[src/rtl/saturating_requantizer.sv]
// Two-stage multi-lane requantizer: S1 rounds and arithmetically shifts each lane,
// S2 saturates to the output format; valid/ready with full backpressure and debug counters.
module saturating_requantizer #(
    parameter int IN_WIDTH     = 32,
    parameter int OUT_WIDTH    = 16,
    parameter int NUM_CHANNELS = 4,
    parameter int FRAC_SHIFT   = 8,
    parameter int ROUND_EN     = 1,
    parameter int COUNT_WIDTH  = 16
) (
    input  logic                              clk_in,
    input  logic                              rst_in,
    input  logic                              in_valid_in,
    output logic                              in_ready_out,
    input  logic [NUM_CHANNELS*IN_WIDTH-1:0]  data_in,
    output logic                              out_valid_out,
    input  logic                              out_ready_in,
    output logic [NUM_CHANNELS*OUT_WIDTH-1:0] data_out,
    output logic [NUM_CHANNELS-1:0]           sat_hi_out,
    output logic [NUM_CHANNELS-1:0]           sat_lo_out,
    input  logic                              clear_counts_in,
    output logic [COUNT_WIDTH-1:0]            overflow_count_out,
    output logic [COUNT_WIDTH-1:0]            underflow_count_out
);

    // One guard bit so max positive input plus the rounding constant cannot wrap.
    localparam int S1_W   = IN_WIDTH + 1;
    localparam int RND_SH = (FRAC_SHIFT > 0) ? FRAC_SHIFT - 1 : 0;
    localparam int PC_W   = $clog2(NUM_CHANNELS + 1);

    localparam logic signed [S1_W-1:0] RND_C =
        (ROUND_EN != 0 && FRAC_SHIFT > 0) ? (S1_W'(1) << RND_SH) : '0;
    localparam logic signed [S1_W-1:0] OUT_MAX =
        {{(S1_W-OUT_WIDTH+1){1'b0}}, {(OUT_WIDTH-1){1'b1}}};
    localparam logic signed [S1_W-1:0] OUT_MIN =
        {{(S1_W-OUT_WIDTH+1){1'b1}}, {(OUT_WIDTH-1){1'b0}}};

    typedef struct packed {
        logic                        hi;
        logic                        lo;
        logic signed [OUT_WIDTH-1:0] val;
    } sat_t;

    function automatic logic signed [S1_W-1:0] round_shift(input logic signed [IN_WIDTH-1:0] x);
        logic signed [S1_W-1:0] ext;
        ext = {x[IN_WIDTH-1], x};
        ext = ext + RND_C;
        return ext >>> FRAC_SHIFT;
    endfunction

    function automatic sat_t saturate(input logic signed [S1_W-1:0] v);
        sat_t r;
        r.hi  = 1'b0;
        r.lo  = 1'b0;
        r.val = v[OUT_WIDTH-1:0];
        if (v > OUT_MAX) begin
            r.hi  = 1'b1;
            r.val = OUT_MAX[OUT_WIDTH-1:0];
        end else if (v < OUT_MIN) begin
            r.lo  = 1'b1;
            r.val = OUT_MIN[OUT_WIDTH-1:0];
        end
        return r;
    endfunction

    function automatic logic [PC_W-1:0] popcount(input logic [NUM_CHANNELS-1:0] v);
        logic [PC_W-1:0] n;
        n = '0;
        for (int i = 0; i < NUM_CHANNELS; i++) n = n + PC_W'(v[i]);
        return n;
    endfunction

    function automatic logic [COUNT_WIDTH-1:0] sat_add(input logic [COUNT_WIDTH-1:0] c,
                                                       input logic [PC_W-1:0] n);
        logic [COUNT_WIDTH:0] s;
        s = {1'b0, c} + (COUNT_WIDTH+1)'(n);
        return s[COUNT_WIDTH] ? '1 : s[COUNT_WIDTH-1:0];
    endfunction

    logic                   vld_p1;
    logic signed [S1_W-1:0] lane_p1 [NUM_CHANNELS];
    sat_t                   sat_p1  [NUM_CHANNELS];
    logic                   s1_en, s2_en, out_xfer;

    assign s2_en        = !out_valid_out || out_ready_in;
    assign s1_en        = !vld_p1 || s2_en;
    assign in_ready_out = s1_en;
    assign out_xfer     = out_valid_out && out_ready_in;

    // Stage 1: round and shift
    always_ff @(posedge clk_in or posedge rst_in) begin
        if (rst_in)     vld_p1 <= 1'b0;
        else if (s1_en) vld_p1 <= in_valid_in;
    end

    always_ff @(posedge clk_in) begin
        if (s1_en && in_valid_in) begin
            for (int k = 0; k < NUM_CHANNELS; k++)
                lane_p1[k] <= round_shift(data_in[k*IN_WIDTH +: IN_WIDTH]);
        end
    end

    always_comb begin
        for (int k = 0; k < NUM_CHANNELS; k++) sat_p1[k] = saturate(lane_p1[k]);
    end

    // Stage 2: saturate and register outputs
    always_ff @(posedge clk_in or posedge rst_in) begin
        if (rst_in) begin
            out_valid_out <= 1'b0;
            data_out      <= '0;
            sat_hi_out    <= '0;
            sat_lo_out    <= '0;
        end else if (s2_en) begin
            out_valid_out <= vld_p1;
            if (vld_p1) begin
                for (int k = 0; k < NUM_CHANNELS; k++) begin
                    data_out[k*OUT_WIDTH +: OUT_WIDTH] <= sat_p1[k].val;
                    sat_hi_out[k]                      <= sat_p1[k].hi;
                    sat_lo_out[k]                      <= sat_p1[k].lo;
                end
            end
        end
    end

    // Clear has priority over a same-cycle increment.
    always_ff @(posedge clk_in or posedge rst_in) begin
        if (rst_in) begin
            overflow_count_out  <= '0;
            underflow_count_out <= '0;
        end else if (clear_counts_in) begin
            overflow_count_out  <= '0;
            underflow_count_out <= '0;
        end else if (out_xfer) begin
            overflow_count_out  <= sat_add(overflow_count_out, popcount(sat_hi_out));
            underflow_count_out <= sat_add(underflow_count_out, popcount(sat_lo_out));
        end
    end

endmodule

[config.mk]
export PLATFORM = sky130hd
export DESIGN_NAME = saturating_requantizer
export DESIGN_NICKNAME = d
export VERILOG_FILES = /design/src/rtl/saturating_requantizer.sv
export SDC_FILE = /design/constraint.sdc
export NUM_CORES = 1
export LEC_CHECK = 0
export BUFFER_PORTS_ARGS = -buffer_cell sky130_fd_sc_hd__buf_2
export CAP_MARGIN = 25
export CORE_UTILIZATION = 54
export DETAILED_ROUTE_END_ITERATION = 8
export PLACE_DENSITY = 0.83
export SYNTH_ARGS = -nofsm -noshare
export SYNTH_HDL_FRONTEND = slang
export SYNTH_SLANG_ARGS = --single-unit
[constraint.sdc]
create_clock -name clk_in -period 3.9 [get_ports clk_in]
set_input_delay 0.78 -clock clk_in [delete_from_list [all_inputs] [get_ports clk_in]]
set_output_delay 0.78 -clock clk_in [all_outputs]
set_load 0.02 [all_outputs]
# ---- Word level (Yosys, flattened, before mapping)
# Memories as Yosys holds them, arrays and structs flattened.
# Cells that the tools add are included.
dict set report classes {
  mux 24
  add_sub_neg 12
  n_lt_le_gt_ge 8
  reduce_logical 8
}
# operator n
set op_table {}
lappend op_table {{2-to-1 mux 16 bit} 10}
lappend op_table {{adder 32 x 9 -> 33 bit, second input constant} 4}
lappend op_table {{> comparator 33 x 16 -> 1 bit, second input constant} 4}
lappend op_table {{less-than comparator 33 x 16 -> 1 bit, second input constant} 4}
lappend op_table {{2-to-1 mux 17 bit} 4}
lappend op_table {{adder 16 x 3 -> 17 bit} 2}
lappend op_table {{2-to-1 mux 1 bit} 10}
lappend op_table {{adder 2 x 1 -> 3 bit} 2}
lappend op_table {{adder 3 x 1 -> 3 bit} 2}
lappend op_table {{adder 1 x 1 -> 2 bit} 2}
lappend op_table {{logical AND 1 bit} 2}
lappend op_table {{zero test 1 bit} 2}
lappend op_table {{logical OR 1 bit} 2}
lappend op_table {{AND reduction 2 bit} 1}
lappend op_table {{nonzero test 2 bit} 1}
dict set report word_totals {
  wordCells 60
  mem_count 1
  ff_bits 106
  inputBits 133
  output_inout_bits 106
  mem_bits_rw 132
}
# memory words width rd rd_ports_with_merged_regs write_ports line_no
set memory_table {}
lappend memory_table {lane_p1 4 33 4 0 4 81} ;# logic signed [S1_W-1:0] lane_p1 [NUM_CHANNELS];

# ---- Logic depth before layout (Yosys ltp)
# Gate-level depths: netlist of run 1.
dict set report depth {
  depth_word 7
  mapped_depth 10
  depth_no_buf 9
}

# ---- Least setup slack after synthesis of run 1
# No wires, ideal clock.
dict set report synth_path {
  path_type {input-to-reg}
  startpoint {input port out_ready_in}
  endpoint {memory lane_p1[0][0] (netlist name), enable pin}
  slack_ns 0.035
  setup_ns 0.470
  stages 2
  arrival_time_ns 3.395
  required_time_ns 3.430
  n_path_buf 0
  cell_sequence {nand3b_1 and2_1}
}
# element line_no
set synth_lines {}
lappend synth_lines {{start: declaration} 17} ;# input logic out_ready_in,
lappend synth_lines {{end: declaration} 81}

# ---- Worst setup path in the final report of run 1
dict set report layout_path {
  startpoint {register sat_lo_out[0]}
  endpoint {register underflow_count_out[3]}
}
dict set report layout_between {
  elab_chain_cells 7
}
# element line_no
set layout_lines {}
lappend layout_lines {{start: declaration} 20} ;# output logic [NUM_CHANNELS-1:0] sat_lo_out,
lappend layout_lines {{start signal: indexed assignment} 120} ;# sat_lo_out[k] <= sat_p1[k].lo;
lappend layout_lines {{adder 1 x 1 -> 2 bit} 69} ;# for (int i = 0; i < NUM_CHANNELS; i++) n = n + PC_W'(v[i]);
lappend layout_lines {{adder 2 x 1 -> 3 bit} 69}
lappend layout_lines {{adder 3 x 1 -> 3 bit} 69}
lappend layout_lines {{adder 16 x 3 -> 17 bit} 76} ;# s = {1'b0, c} + (COUNT_WIDTH+1)'(n);
lappend layout_lines {{2-to-1 mux 16 bit} 77} ;# return s[COUNT_WIDTH] ? '1 : s[COUNT_WIDTH-1:0];
lappend layout_lines {{2-to-1 mux 16 bit} 134} ;# end else if (out_xfer) begin
lappend layout_lines {{2-to-1 mux 16 bit} 131} ;# end else if (clear_counts_in) begin
lappend layout_lines {{end signal: assignment} 136} ;# underflow_count_out <= sat_add(underflow_count_out, popcount(sat_lo_out));
lappend layout_lines {{end: declaration} 23} ;# output logic [COUNT_WIDTH-1:0] underflow_count_out
# Every way passes these cells. The select of a mux whose other input is x is not followed.
# A chain may end at the register's enable or synchronous reset.

==> flow_summary.json, run 1 <==
{
  "synthSimpleGateAreaFrac": 0.1943,
  "worstMarginPinSlew_ns": 0.8727,
  "ys_types": 56,
  "crit_fanout": 9,
  "netlist_area_um2": 9839,
  "vdd_drop_max_uv": 601.4,
  "synth_ff_type": "dfrtp_1",
  "regArea_um2": 5655,
  "synth-xor-area-share": 0.08278,
  "grt_antenna_before_repair": 0,
  "synth_top_cell_area_share": 0.3052,
  "synth_area_leader_cell": "edfxtp_1",
  "clkSinkCount": 206,
  "final_util": 0.6754,
  "reg2reg_from": "sat_lo_out[0]",
  "slowest_stage": "fa_1",
  "synth-compound-area-share": 0.09385,
  "cts.path.max_buffers": 3,
  "synth_nets": 1049,
  "holdBufCountCts": 0,
  "core_um2": 17540,
  "fillerInstances": 1318,
  "grt_pass1_wl_mm": 37.52,
  "final_area_um2": 11850,
  "numCtsBuffers": 21,
  "reg2reg_depth": 10,
  "p_int_mw": 3.952,
  "synth-edff-count": 100,
  "post-route-period-util": 0.7703,
  "slew_viol_final": 0,
  "swShare": 0.2797,
  "initial_core_util": 0.5611,
  "gp_congestion": 0.8895,
  "fmax_mhz": 332.9,
  "r2r-end": "underflow_count_out[3]",
  "rsz0062_at_grt": "false",
  "drv_cap": 0,
  "vias": 7869,
  "avgSynthCellArea_um2": 10.88,
  "nNetsFinal": 1268,
  "row_count": 48,
  "cts-root-buf": "clkbuf_16",
  "cp.required_ns": 4.30,
  "async_flop_share": 0.5146,
  "p_sw_mw": 1.534,
  "synthAdderAreaFrac": 0.01984,
  "hold_violations": 0,
  "max_stage_delay_ns": 0.54,
  "multi_input_area_um2": 3974,
  "muxShareOfSynthArea": 0.01119,
  "grt_pass1_vias": 7605,
  "start_kind": "flop",
  "yosys_warnings": 0,
  "r2r_setup_slack_ns": 0.90,
  "die_x_um": 137.0,
  "path_class": "flop to flop",
  "vias_per_cell": 5.778,
  "hold_class": "primary input to async pin",
  "critical_path_arrival_ns": 3.40,
  "gr-usage-all-layers": 0.2548,
  "drc_errors": 0,
  "ys_seq_elements": 206,
  "p_per_area_nw_per_um2": 463.1,
  "pwr-share-seq": 0.481,
  "combPwrFrac": 0.170,
  "synth_cells": 904,
  "synth_top_family_by_area": "simple AND/OR/NAND/NOR gates",
  "firstDrtPassIters": 5,
  "fin_skew_ns": 0.01541,
  "port_buffers": 210,
  "setup_viol": 0,
  "critical_path.most_common_cell": "fa_1",
  "wire_per_inst_um": 17.19,
  "ys_seq_area_frac": 0.5748,
  "place_area_um2": 11190,
  "drive_above_1_share": 0.2401,
  "cts.repair.resized": 0,
  "drt_iter0_drc": 427,
  "path_clk_slew_ns": 0.06,
  "dp.final_hpwl_mm": 16.94,
  "grt_max_degree": 62,
  "die_h_um": 137.0,
  "die-area_um2": 18760,
  "critical_path.startpoint": "sat_lo_out[0]",
  "cp-end-kind": "flop",
  "status": "complete, no violations",
  "crit_family": "adder cells",
  "power_leakage_nw": 4.891,
  "clkLatencyLatePin_ns": 0.49,
  "syn_to_final_growth_pct": 20.38,
  "routed_wl_mm": 23.42,
  "cts_tree": "built",
  "clkPwrFrac": 0.349,
  "fin_setup_tns_ns": 0,
  "cts_htree_levels": 1,
  "synthTopCellsByArea": "edfxtp_1 31%, dfrtp_1 27%, xnor2_1 5.9%",
  "crit_chain": "fa_1 > inv_1 > fa_1 > inv_1 > fa_1 > nand4_1 > nor4_1 > buf_4 > o21ai_0 > a211oi_1",
  "gr-total-overflow": 0,
  "period_needed_ns": 3.004,
  "antenna_cells": 0,
  "ant_nets": 0,
  "worstPathBufferInverterCount": 3,
  "ios": 239,
  "slew_headroom": 0.4128,
  "cts_setup_buffers": 0
}
==> layout make-up <==
type | count | share of cell area
inverters | 30 | 0.009718
multi-input cells | 640 | 0.3355
repair buffers | 224 | 0.09898
well taps | 225 | 0.02377
clock buffers | 32 | 0.05049
clock inverters | 5 | 0.004120
flip-flops and latches | 206 | 0.4774
==> flip-flops by register name, summed over array words and instances (netlist names) <==
signal	flops
data_out	64
vld_p1	1
sat_lo_out	4
overflow_count_out	16
lane_p1	100
sat_hi_out	4
out_valid_out	1
underflow_count_out	16
==> cells in the mapped netlist (all sizes together), types with 14 or more instances <==
library cell,n
a211oi,14
a21oi,54
and3,22
and4,14
clkbuf,20
dfrtp,106
edfxtp,100
inv,30
nand2,102
nand3,58
nand4,33
nor2,90
nor3,20
nor4,17
o21ai,22
xnor2,66
xor2,27
==> routing by layer <==
| metal | vias up | routed length (um) | GRT usage |
|---|---|---|---|
| met5 | - | 0 | 0 |
| met4 | 0 | 643 | 0.08730 |
| met3 | 52 | 1737 | 0.05185 |
| met2 | 300 | 11560 | 0.4360 |
| met1 | 3765 | 9481 | 0.3209 |
| li1 | 3752 | - | - |
==> worst max path at each step <==
stage / slack, ns / to / depth (start not counted)
after floorplan: 0.03 / lane_p1[0][0] / 2
after global placement: 0.98 / underflow_count_out[3] / 10
after detailed placement: 0.93 / underflow_count_out[3] / 10
after CTS: 0.91 / underflow_count_out[3] / 10
after global routing: 0.61 / underflow_count_out[3] / 10
final: 0.90 / underflow_count_out[3] / 10
==> through the flow <==
step                      hold WS, ns  worst slack (ns)  power, mW  instances
after floorplan                0.4563           0.03491      3.210        904
after global placement         0.4560            0.9790      3.569       1322
after detailed placement       0.4581            0.9313      3.609       1324
after CTS                      0.4732            0.9068      5.522       1361
after global routing           0.4946            0.6089      5.719       1362
final                          0.4552            0.8959      5.486       1362
==> cell usage in the layout (no fill, tap or decap), types with 9 or more instances in the layout <==
cell type  netlist  final
buf_2            6    210
xnor2_1         66     66
xor2_1          27     27
inv_1           30     29
dfrtp_1        106    106
nand2_1        101    101
nand3_1         58     58
o21ai_0         22     22
clkbuf_16        0     22
nor4_1          12     12
and3_1          22     22
a31oi_1         12     12
mux2i_1         11     11
nor2_1          90     90
a21oi_1         54     54
nand4_1         32     32
clkbuf_1        20      9
and4_1          13     13
buf_4            1     12
nor3_1          18     18
edfxtp_1       100    100
a211oi_1        14     14
==> worst reg2reg max path: cells and delay by family, from the launching register on <==
family	cells	cell delay [ns]
AOI/OAI and AO/OA	2	0.33
adders and majority gates	3	1.19
buffers and inverters	3	0.41
and+or+nand+nor	2	0.59
DFF	1	0.41
==> kinds of logic (layout without fill, tap and decap cells) <==
group,Yosys count,after routing
DFF,206,206
adders and majority gates,12,12
buffers and inverters,58,291
xor gates and xnor gates,93,93
and+or+nand+nor,381,381
AOI/OAI and AO/OA,143,143
muxes,11,11
==> power by group through the flow <==
stage	Clock [mW]	Sequential (mW)	Combinational (mW)
after floorplan	0	2.83	0.383
after global placement	0	2.67	0.899
after detailed placement	0	2.68	0.933
after CTS	1.94	2.64	0.937
after global routing	2.03	2.66	1.03
final	1.91	2.64	0.932
Note: power is estimated with default switching activity, not from simulation.
==> inputs of run 2 (changes only) <==
Clock period 3.9 ns to 3 ns, I/O delays scaled along.
==> run 2 against run 1 <==
Register-to-register slack worse by 0.71 ns; clock skew down 0.0041 ns; routed wire length up 0.57%; critical endpoint unchanged; highest routed layer unchanged.
==> flow_summary.json, run 2 (synthesis gave the netlist of run 1 again) <==
{
  "status": "complete, no violations",
  "grt_pass1_wl_mm": 37.27,
  "grt_pass1_vias": 7635,
  "multi_input_area_um2": 3988,
  "dp.final_hpwl_mm": 16.89,
  "period_needed_ns": 2.814,
  "path_class": "flop to flop",
  "die_x_um": 137.0,
  "vias": 7902,
  "cts.path.max_buffers": 3,
  "fin_ws_ns": 0.1855,
  "layout.cells.non_filler": 1368,
  "whs_ns": 0.02225,
  "post-route-period-util": 0.9382,
  "reg2reg_depth": 10,
  "dp_slack_ns": 0.1476,
  "grt_max_degree": 101,
  "path_clk_slew_ns": 0.06,
  "hold_class": "primary input to async pin",
  "core_um2": 17540,
  "die_h_um": 137.0,
  "regMostFlops": "lane_p1",
  "place_inst": 1328,
  "slew_headroom": 0.5244,
  "start_kind": "flop",
  "cts_setup_buffers": 0,
  "clkSinkCount": 206,
  "row_count": 48,
  "cts_tree": "built",
  "cts_htree_levels": 1,
  "final_util": 0.6834,
  "critical_path_arrival_ns": 3.20,
  "crit_fanout": 6,
  "worstMarginPinSlew_ns": 0.7086,
  "initial_core_util": 0.5611,
  "wire_per_inst_um": 17.22,
  "gr-total-overflow": 0,
  "cts.repair.resized": 0,
  "gp_congestion": 0.8542,
  "nNetsFinal": 1272,
  "syn_to_final_growth_pct": 21.81,
  "final_cell_mix": "210 x buf_2, 106 x dfrtp_1, 101 x nand2_1",
  "power_leakage_nw": 4.962,
  "ios": 239,
  "numCtsBuffers": 22,
  "drive_above_1_share": 0.2502,
  "cp.required_ns": 3.39,
  "drt_iter0_drc": 423,
  "cp-end-kind": "flop",
  "p_per_area_nw_per_um2": 617.6,
  "cts-root-buf": "clkbuf_16",
  "firstDrtPassIters": 6,
  "setup_viol": 0,
  "fillerInstances": 1297,
  "regArea_um2": 5655,
  "routed_wl_mm": 23.55,
  "reg_top3": "lane_p1 x100, data_out x64",
  "port_buffers": 210,
  "drv_cap": 0,
  "grt_antenna_before_repair": 0,
  "vias_per_cell": 5.776,
  "slew_viol_final": 0,
  "antenna_cells": 0,
  "ant_nets": 0,
  "fin_skew_ns": 0.01127,
  "hold_violations": 0,
  "power_mw": 7.402,
  "holdBufCountCts": 0,
  "drc_errors": 0,
  "vdd_drop_max_uv": 630.9,
  "clkLatencyLatePin_ns": 0.50,
  "die-area_um2": 18760,
  "gr-usage-all-layers": 0.2519,
  "largest_register_ff_count": 100,
  "fmax_mhz": 355.3,
  "layout_commonest_cell": "buf_2"
}
## run 2: cell type report
class                   count  share of cell area
clock inverters             9            0.007934
flip-flops and latches    206              0.4719
well taps                 225             0.02349
repair buffers            227              0.1004
clock buffers              31             0.05387
inverters                  30            0.009709
multi-input cells         640              0.3327
## run 2: worst max-delay path, stage by stage (launching register included)
cell,delay (ns)
dfrtp_1,0.41
fa_1,0.54
inv_1,0.05
fa_1,0.38
inv_1,0.08
fa_1,0.26
nand4_1,0.17
nor4_2,0.25
buf_4,0.20
o21ai_0,0.08
a211oi_1,0.28
## run 2: through the flow
step,setup TNS (ns),area [um^2]
6_report,0,11990
3_3_place_gp,0,11230
3_5_place_dp,0,11230
4_1_cts,0,11970
2_1_floorplan,0,9844
5_1_grt,-0.04938,11990
## run 2: routing by layer
layer | wire (um) | part of all wire | global-route usage
met1 | 9668 | 0.41 | 0.3187
met2 | 11780 | 0.50 | 0.4394
met3 | 1669 | 0.071 | 0.04481
met4 | 436 | 0.019 | 0.07570
met5 | 0 | 0 | 0
## run 2: worst paths after layout
path                                     from                      to  slack (ns)
worst min-delay path                   rst_in            data_out[59]        0.02
worst max-delay path            sat_lo_out[0]  underflow_count_out[3]        0.19
max in group asynchronous              rst_in            data_out[42]        2.30
worst max register to register  sat_lo_out[0]  underflow_count_out[3]        0.19
worst min register to register   data_out[63]            data_out[63]        0.48
min in group clk_in               in_valid_in                  vld_p1        0.35
## run 2: report_power, final
part	switching (mW)	total, mW	leakage, nW	internal, mW
clock	1.09	2.76	0.371	1.67
combinational	0.789	1.21	2.37	0.418
sequential	0.171	3.43	2.22	3.26
